--- src/rtl/des_key_sched.sv ---
// DES key-schedule generator: PC-1 on load, then per-round C/D half rotations emitted over valid/ready.
// Optional build macro DES_KEY_PARITY_EN enables per-byte odd-parity checking of accepted keys.
module des_key_sched (
  input  logic        clk,
  input  logic        rst_n,
  input  logic [63:0] key_in,
  input  logic        key_load,
  input  logic        decrypt,
  output logic        key_ready,
  input  logic        key_abort,
  output logic [55:0] cn_dn,
  output logic [3:0]  round_idx,
  output logic        cn_dn_valid,
  input  logic        cn_dn_ready,
  output logic        sched_done,
  output logic        key_parity_err
);

  typedef enum logic {IDLE, RUN} state_t;

  state_t state_q, state_d;
  logic   decrypt_q;
  logic   accept;
  logic   parity_ok;
  logic   load_go;
  logic   advance;
  logic   done_d;
  logic   two_step;
  logic [55:0] cd0;
  logic [55:0] next_cd;

  // Key bit n (FIPS numbering, 1 = MSB) lives at key_in[64-n].
  function automatic logic [55:0] pc1(input logic [63:0] k);
    return {k[7],  k[15], k[23], k[31], k[39], k[47], k[55], k[63],
            k[6],  k[14], k[22], k[30], k[38], k[46], k[54], k[62],
            k[5],  k[13], k[21], k[29], k[37], k[45], k[53], k[61],
            k[4],  k[12], k[20], k[28],
            k[1],  k[9],  k[17], k[25], k[33], k[41], k[49], k[57],
            k[2],  k[10], k[18], k[26], k[34], k[42], k[50], k[58],
            k[3],  k[11], k[19], k[27], k[35], k[43], k[51], k[59],
            k[36], k[44], k[52], k[60]};
  endfunction

  // Rounds 1, 2, 9 and 16 shift by one; every other round shifts by two.
  function automatic logic shift_is_two(input logic [4:0] r);
    return !(r == 5'd1 || r == 5'd2 || r == 5'd9 || r == 5'd16);
  endfunction

  function automatic logic [27:0] half_rot(input logic [27:0] h, input logic left,
                                           input logic two);
    logic [27:0] res;
    if (left)
      res = two ? {h[25:0], h[27:26]} : {h[26:0], h[27]};
    else
      res = two ? {h[1:0], h[27:2]} : {h[0], h[27:1]};
    return res;
  endfunction

  function automatic logic [55:0] cd_rot(input logic [55:0] cd, input logic left,
                                         input logic two);
    return {half_rot(cd[55:28], left, two), half_rot(cd[27:0], left, two)};
  endfunction

  function automatic logic odd_parity(input logic [63:0] k);
    logic ok;
    ok = 1'b1;
    for (int b = 0; b < 8; b++)
      if (!(^k[8*b +: 8])) ok = 1'b0;
    return ok;
  endfunction

  assign cd0 = pc1(key_in);

  // Encrypt walks forward through s[], decrypt walks the same table backwards.
  assign two_step = decrypt_q ? shift_is_two(5'd16 - {1'b0, round_idx})
                              : shift_is_two({1'b0, round_idx} + 5'd2);
  assign next_cd  = cd_rot(cn_dn, !decrypt_q, two_step);

  assign accept = !key_abort && (state_q == IDLE) && key_load;

`ifdef DES_KEY_PARITY_EN
  assign parity_ok = odd_parity(key_in);

  always_ff @(posedge clk or negedge rst_n) begin
    if (!rst_n)
      key_parity_err <= 1'b0;
    else if (accept)
      key_parity_err <= !parity_ok;
  end
`else
  assign parity_ok      = 1'b1;
  assign key_parity_err = 1'b0;
`endif

  always_comb begin
    state_d = state_q;
    load_go = 1'b0;
    advance = 1'b0;
    done_d  = 1'b0;
    if (key_abort) begin
      state_d = IDLE;
    end else begin
      case (state_q)
        IDLE: begin
          if (accept && parity_ok) begin
            load_go = 1'b1;
            state_d = RUN;
          end
        end
        RUN: begin
          if (cn_dn_ready) begin
            if (round_idx == 4'd15) begin
              state_d = IDLE;
              done_d  = 1'b1;
            end else begin
              advance = 1'b1;
            end
          end
        end
        default: state_d = IDLE;
      endcase
    end
  end

  always_ff @(posedge clk or negedge rst_n) begin
    if (!rst_n)
      state_q <= IDLE;
    else
      state_q <= state_d;
  end

  assign key_ready   = (state_q == IDLE);
  assign cn_dn_valid = (state_q == RUN);

  always_ff @(posedge clk or negedge rst_n) begin
    if (!rst_n) begin
      cn_dn      <= '0;
      round_idx  <= '0;
      decrypt_q  <= 1'b0;
      sched_done <= 1'b0;
    end else begin
      sched_done <= done_d;
      if (load_go) begin
        cn_dn     <= decrypt ? cd0 : cd_rot(cd0, 1'b1, 1'b0);
        round_idx <= '0;
        decrypt_q <= decrypt;
      end else if (advance) begin
        cn_dn     <= next_cd;
        round_idx <= round_idx + 4'd1;
      end
    end
  end

endmodule

--- config.mk ---
export PLATFORM = sky130hd
export DESIGN_NAME = des_key_sched
export DESIGN_NICKNAME = d
export VERILOG_FILES = /design/src/rtl/des_key_sched.sv
export SDC_FILE = /design/constraint.sdc
export NUM_CORES = 1
export LEC_CHECK = 0
export BUFFER_PORTS_ARGS = -buffer_cell sky130_fd_sc_hd__buf_2
export CORE_MARGIN = 1
export CORE_UTILIZATION = 25
export CTS_CLUSTER_DIAMETER = 200
export DETAILED_ROUTE_END_ITERATION = 8
export GPL_TIMING_DRIVEN = 0
export HOLD_SLACK_MARGIN = 0.12
export PLACE_DENSITY_LB_ADDON = 0.15
export SYNTH_ARGS = -nofsm -noshare
export SYNTH_HDL_FRONTEND = slang
export SYNTH_SLANG_ARGS = --single-unit
--- constraint.sdc ---
create_clock -name clk -period 3.88 [get_ports clk]
set_clock_uncertainty 0.05 [all_clocks]
set_input_delay 0.582 -clock clk [delete_from_list [all_inputs] [get_ports clk]]
set_output_delay 0.582 -clock clk [all_outputs]
set_load 0.01 [all_outputs]
==> results.txt, run 1 <==
- Number of levels in the clock H-tree: 3
- Type of the worst setup path: reg -> reg
- Pre-Repair DR Iteration Count: 5
* Number of primary I/O pins: 134
- For this run, the leading register cell type out of synthesis is sky130_fd_sc_hd__dfrtp_1.
* Routed Antenna Nets: 0
- Busiest layer in global routing: met2
* Number of fill cells in the layout: 2293
* Number of library cell types mapped by synthesis: 34
- The slowest stage of the critical path belongs to the cell sky130_fd_sc_hd__dfrtp_1.
- Detailed placement ended at an HPWL of 15.13 mm.
* Core region area: 0.02102 mm^2
- TritonCTS clock tree: built
- The longest clock path from root to sink contains 2 buffers.
* Cells along the critical path: inv_1 -> ha_1 -> or2_1 -> a211o_1 -> o311ai_1 -> clkbuf_1 -> o21ai_1 -> a21oi_1 -> o32a_1
- Fraction of final layout cells sized beyond drive strength 1: 0.2287
- Across every metal layer, demand over resource in global routing totals 0.1901.
- Summed over all cells, the static leakage comes to 2.912 nW.
- Critical Path End Type: flop
- Total Negative Setup Slacks: 0 ns
- Most frequent standard cell in the layout excluding fill and tap cells: sky130_fd_sc_hd__a21oi_1
- Gp weighted congestion: 0.8077
- Cell area after synthesis: 0.005349 mm^2
- Hold is met by 0.1179 ns.
* Routed wirelength normalized by instance count: 18.66 um
- In this run the worst path has a maximum fanout of 10.
- In the finished design, the share of the clock period the worst path needs comes to 0.6982.
- Using the TritonRoute via totals, the vias-per-cell ratio works out to 5.318.
- After technology mapping, the gate count stands at 695.
- The share of total power dissipated in sequential elements is 0.293.
* Total of cells resized after clock tree synthesis: 0
- Cell area power density: 676.2 mW/mm^2
- IR analysis of the VDD net gives a maximum drop of 0.2341 mV.
* Clock transition at path regs: 0.06 ns
- Critical Path Max Stage Delay: 0.51 ns
- Compared with the post-synthesis result, the final layout area differs by 23.91%.
- Net Count, Synth: 772
- For this configuration, the core starts out at a cell density of 0.2544.
- The number of global-route vias before repair is 5648.
- The Yosys step of the flow raised 0 warnings.
* Antenna Diode Count: 0
- Die width: 148.3 um
- CTS saw 63 sinks.
- Count of port buffers added during placement: 123
- After synthesis, the share of flip-flops with an asynchronous set or reset is 1.000.
- Hold crit path type: in -> async
- Setup violations remaining at the end of the flow were counted as 0.
- The number of antenna violations at the first check in global routing came to 0.
- Source of the critical timing path: round_idx[1]
* DRT Wirelength: 20.72 mm
- Rel. slew slack: 0.5200
* Number of nets at the end of the flow: 907
- Maximum clock frequency: 369.1 MHz
- Final slew viol count: 0
* Root Buffer Master: sky130_fd_sc_hd__clkbuf_16
- The die is 148.3 um tall.
- In the final layout, flip-flops and latches occupy 0.001577 mm^2.
* Number of buffers inserted by hold repair at cts: 0
* Required time at the worst-slack endpoint: 4.11 ns
- The final count of hold timing violations was 0.
- Setup repair after global routing missed its margin: false
- The internal portion of the total power is 2.392 mW.
- Across the run, the number of max-cap violations was 0.
- Entering global routing, the biggest net connects 37 pins.
- The multi-input combinational cells in the finished layout cover a total of 0.003294 mm^2.
- Portion of total power attributed to the clock network: 0.184
* Net Sw Power: 2.089 mW
* Post-Syn Area per Cell: 7.696 um^2
* Via count of the routed design: 5903
- The share of the Yosys chip area taken by registers is 0.2947.
* Data arrival time at the worst-slack endpoint: 2.94 ns
* Global-route met1 utilization: 0.2741
- Power comes to 4.482 mW.
* Commonest non-fill, non-tap cells in the layout: sky130_fd_sc_hd__a21oi_1 (168), sky130_fd_sc_hd__buf_2 (144), sky130_fd_sc_hd__nand2_1 (113), sky130_fd_sc_hd__dfrtp_1 (63), sky130_fd_sc_hd__nand3_1 (59)
- Met2 Track Usage GR: 0.2887
- Wire length of the first global-routing pass: 32.66 mm
- The worst setup path is launched from a flop.
- After synthesis the netlist holds a flip-flop and latch count of 63.
* Total global routing overflow: 0
- The die covers 0.02198 mm^2.
- The clock reaches the later pin of the worst-skew pair after 0.34 ns.
- Of the total power, the share spent switching nets is 0.4662.
- Slew at the pin with the worst max-slew slack: 0.7200 ns
- The share of total power dissipated in combinational logic is 0.522.
- Number of enable flip-flop cells after synthesis: 0
- TritonCTS buffer count: 9
- Final Util: 0.3153
- In the global route stage, met3 resource usage came out at 0.04018.
* Status: complete, no violations
- In the routed design, unresolved DRC markers number 0.
- Post-CTS repair timing setup buffer count: 0
- The worst register-to-register path begins at round_idx[1].
- The floorplan has 53 rows.
- In this run, the number of DRC markers left after iteration 0 of detailed routing was 403.
- Final Critical Period: 2.709 ns
-- metal layers --
| layer | vias to the layer above | wire length, um | part of all wire |
|---|---|---|---|
| met3 | 16 | 1459 | 0.070 |
| met4 | 0 | 213 | 0.010 |
| li1 | 2840 | - | - |
| met2 | 230 | 9150 | 0.44 |
| met5 | - | 0 | 0 |
| met1 | 2817 | 9893 | 0.48 |
-- power by group through the flow --
stage | clock network (mW) | registers [mW] | logic, mW
5_1_grt | 0.868 | 1.36 | 2.61
3_5_place_dp | 0 | 1.32 | 2.33
4_1_cts | 0.854 | 1.31 | 2.34
3_3_place_gp | 0 | 1.33 | 2.32
6_report | 0.826 | 1.32 | 2.34
2_1_floorplan | 0 | 1.28 | 1.55
-- layout make-up --
class                      instances  share of cell area
sequential                        63              0.2379
buffer                            77             0.06985
clock buffer                      14             0.04285
tap                              275             0.05192
multi-input combinational        551              0.4971
clock inverter                     2            0.001888
timing repair buffer             124             0.09628
inverter                           4            0.002265
-- Yosys cell counts, drive strengths merged, types with 3 or more instances --
| master | instances | area (um^2) |
|---|---|---|
| a21oi | 168 | 840.8 |
| nand2 | 113 | 424.2 |
| dfrtp | 63 | 1577 |
| nand3 | 59 | 295.3 |
| mux2i | 57 | 570.6 |
| o21ai | 57 | 285.3 |
| o32a | 56 | 560.5 |
| buf | 54 | 376.6 |
| clkbuf | 23 | 86.33 |
| nor2 | 8 | 30.03 |
| ha | 7 | 87.58 |
| inv | 4 | 15.01 |
| nand2b | 3 | 26.27 |
| or2 | 3 | 18.77 |
-- path summary, 6_finish.rpt --
check	cells after the start	slack [ns]	end
max reg2reg	9	1.17	cn_dn[46]
max in group asynchronous	2	3.11	cn_dn[31]
min	1	0.12	cn_dn[11]
min reg2reg	1	0.55	cn_dn[52]
min in group clk	2	0.37	cn_dn_valid
max	9	1.17	cn_dn[46]
-- worst max-delay path: cells and delay by family (launching register included) --
family,cells,cell delay (ns)
AO/OA/AOI/OAI,5,0.91
adder cells (fa/ha/maj),1,0.34
buffers and inverters,2,0.55
flip-flops,1,0.51
AND/OR/NAND/NOR,1,0.27
-- cells by family (layout without fill, tap and decap cells) --
logic type / after synthesis / after routing / synth area share
adders and majority gates: 7 / 7 / 0.01637
muxes: 57 / 57 / 0.1067
DFF: 63 / 63 / 0.2947
buffers and inverters: 81 / 221 / 0.08936
AOI/OAI and AO/OA: 289 / 289 / 0.3275
other: 1 / 1 / 0.0007011
xor gates and xnor gates: 3 / 3 / 0.004913
and+or+nand+nor: 194 / 194 / 0.1598
-- through the flow --
step                worst slack [ns]  cell area [um^2]  cells
global route                  0.9768              6628   1110
finish                         1.171              6628   1110
detailed placement             1.190              6331   1094
floorplan                      1.434              5349    695
CTS                            1.176              6628   1110
global placement               1.176              6309   1093
-- state kept, by name, summed over array words and instances, names as in the netlist --
| name | flops |
|---|---|
| cn_dn | 56 |
| round_idx | 4 |
| cn_dn_valid | 1 |
| decrypt_q | 1 |
| sched_done | 1 |
Note: power is estimated with default switching activity, not from simulation.
==> run 2, diff against run 1 <==
clock period = 2.5 ns   (was 3.88 ns; I/O delays follow)
==> run 2 against run 1 <==
Net effect:
- via count grew 1.7%
- register-to-register slack lost 1.1 ns
- core utilization grew 0.92 points
- non-clock buffer count grew 8
- routed wire length grew 2.6%
- sequential power grew 55%
- largest cell class unchanged
==> results.txt, run 2 (synthesis results as in run 1) <==
* Status: complete, no violations
* Placed Cells incl. Taps: 1094
- Ratio of final minimum period to clock period: 0.9611
- Final hold violation count: 0
- Setup violations remaining at the end of the flow were counted as 0.
* Die width: 148.3 um
- Wire length of the first global-routing pass: 32.98 mm
- The signal on the critical path passes through inv_4 -> ha_4 -> or2_4 -> a211o_1 -> o311a_4 -> buf_8 -> buf_4 -> nand3_1 -> a21oi_1 -> o32a_1.
* Clock transition at path regs: 0.06 ns
* Layout-stage area growth over the synthesis result: 27.51%
* Beginning of the worst register-to-register path: round_idx[1]
- The min-delay analysis places its worst path in the category in -> reg.
- The internal portion of the total power is 3.844 mW.
* Starting density of the core: 0.2544
- Total power for the finished layout comes to 7.166 mW.
* TritonCTS clock tree: built
- The final layout contains routed wiring with a total length of 21.26 mm.
* Max_cap viols: 0
* Worst setup endpoint: cn_dn[18]
- At the worst endpoint, the required time is 2.68 ns.
- For this run, the number of standard cells in the final layout without fillers is 1118.
- Share of power burned in registers: 0.285
* Routed Antenna Nets: 0
- Clock tree synthesis found a total of 63 sinks.
- Final slew viol count: 0
* Data arrival time at the worst-slack endpoint: 2.58 ns
- The HPWL after detailed placement is 15.13 mm.
* Number of vias per cell after detailed routing: 5.368
- The worst register-to-register path has a setup slack of 0.1 ns.
* Number of levels in the clock H-tree: 3
* Total die area: 0.02198 mm^2
* Root Buffer Master: sky130_fd_sc_hd__clkbuf_16
- The critical path in this run is classified as reg -> reg.
- Number of nets at the end of the flow: 915
- In the post-route analysis, the smallest setup slack over all paths is 0.09731 ns.
- The final route contains 6001 vias.
* Core region area: 0.02102 mm^2
- Maximum clock frequency: 416.2 MHz
- The library cell used most frequently in the layout, excluding fill and tap cells, is sky130_fd_sc_hd__a21oi_1.
* Net Sw Power: 3.322 mW
* Critical Path Max Stage Delay: 0.45 ns
- The number of cells on the worst reg-to-reg path is 10.
* Total global routing overflow: 0
* Global router's overall resource usage: 0.1922
- The floorplan has 53 rows.
- Post-route DRC violation count: 0
- Switching share of power: 0.4636
* Count of port buffers added during placement: 123
* Cell with the largest stage delay on the worst path: sky130_fd_sc_hd__dfrtp_2
- Height of the die: 148.3 um
- Final Critical Period: 2.403 ns
* Worst Hold Depth: 2
- Number of primary I/O pins: 134
- Critical Path End Type: flop
- Portion of total power attributed to the clock network: 0.179
- Cell area power density: 1051 mW/mm^2
- Initial antenna violation count: 0
* Slew at the pin with the worst max-slew slack: 0.7256 ns
* TritonCTS buffer count: 9
* R2r endpoint: cn_dn[18]
- Fraction of final layout cells sized beyond drive strength 1: 0.2681
* Dpl ws: -0.1749 ns
- Routed wirelength normalized by instance count: 19.01 um
- Commonest non-fill, non-tap cells in the layout: sky130_fd_sc_hd__a21oi_1 (166), sky130_fd_sc_hd__buf_2 (140), sky130_fd_sc_hd__nand2_1 (113), sky130_fd_sc_hd__dfrtp_1 (60), sky130_fd_sc_hd__nand3_1 (59)
- The largest registers in the layout are cn_dn: 56 flops, round_idx: 4 flops.
- The worst-case IR drop observed on VDD is 0.3903 mV.
- Leakage dissipation: 3.020 nW
- The clock passes through at most 2 buffers.
- Via count of the first global-routing pass: 5693
* Final Util: 0.3244
* CP startpoint kind: flop
- The number of antenna diodes in the final layout is 0.
- The layout has 2280 filler cells.
- In this run the worst path has a maximum fanout of 10.
- The share of total power dissipated in combinational logic is 0.536.
- Rel. slew slack: 0.5163
- Pin count of the biggest net entering global routing: 37
* Pre-Repair DR Iteration Count: 5
- Reg with most FFs: cn_dn
* Later-pin clock latency in the skew report: 0.35 ns
- Source of the critical timing path: round_idx[1]
* First DRT Iteration DRCs: 477
- Flip-flop count of the largest register, all copies and words added: 56
- Gp weighted congestion: 0.8077
==> run 2: what timing repair did <==
action                                  in CTS  in global routing
cloned                                       1                  1
hold endpoints to repair                    27                  0
endpoints found under the setup margin      56                 56
hold buffers                                 1                  0
buffers inserted                             5                  0
pin swaps                                    1                  5
resized for setup                           15                 47
==> run 2: metrics by stage <==
stage	cell area [um^2]	hold WS, ns	TNS, ns
detailed placement	6331	0.2938	-8.051
finish	6820	0.1562	0
global route	6820	0.1608	-0.01056
floorplan	5349	0.02941	0
global placement	6309	0.5129	-6.572
CTS	6713	0.1467	0
==> run 2: worst min-delay path by stage <==
| stage | startpoint | to | slack, ns |
|---|---|---|---|
| 3_5_place_dp | rst_n | cn_dn[11] | 0.29 |
| 2_1_floorplan | rst_n | cn_dn[0] | 0.03 |
| 6_report | key_abort | cn_dn_valid | 0.16 |
| 3_3_place_gp | key_abort | cn_dn_valid | 0.51 |
| 4_1_cts | key_abort | cn_dn_valid | 0.15 |
| 5_1_grt | key_abort | cn_dn_valid | 0.16 |
==> run 2: power groups by stage <==
stage	sequential, mW	clock (mW)	combinational [mW]
floorplan	1.98	0	2.40
global placement	2.06	0	3.60
detailed placement	2.05	0	3.61
CTS	2.03	1.33	3.71
global route	2.11	1.35	4.27
finish	2.04	1.28	3.84
==> run 2: routing by layer <==
metal	GRT usage	vias up	part of all wire
li1	-	2860	-
met1	0.2756	2898	0.47
met5	0	-	0
met4	0.04227	0	0.010
met2	0.2920	228	0.45
met3	0.04202	15	0.069
==> run 2: area by class of cell <==
cell class / instances / area, um^2 / share of cell area
Buffer: 77 / 511.7 / 0.07503
Sequential cell: 63 / 1580 / 0.2317
Timing Repair Buffer: 132 / 704.4 / 0.1033
Clock inverter: 2 / 12.51 / 0.001835
Tap cell: 275 / 344.1 / 0.05045
Inverter: 4 / 17.52 / 0.002568
Multi-Input combinational cell: 551 / 3366 / 0.4935
Clock buffer: 14 / 284.0 / 0.04164
==> run 2: critical path: cells and delay by family, from the launching register on <==
| kind | cells | cell delay [ns] |
|---|---|---|
| buf+inv | 3 | 0.41 |
| fa+ha+maj | 1 | 0.20 |
| simple gates | 2 | 0.33 |
| flops | 1 | 0.45 |
| compound gates | 4 | 0.84 |
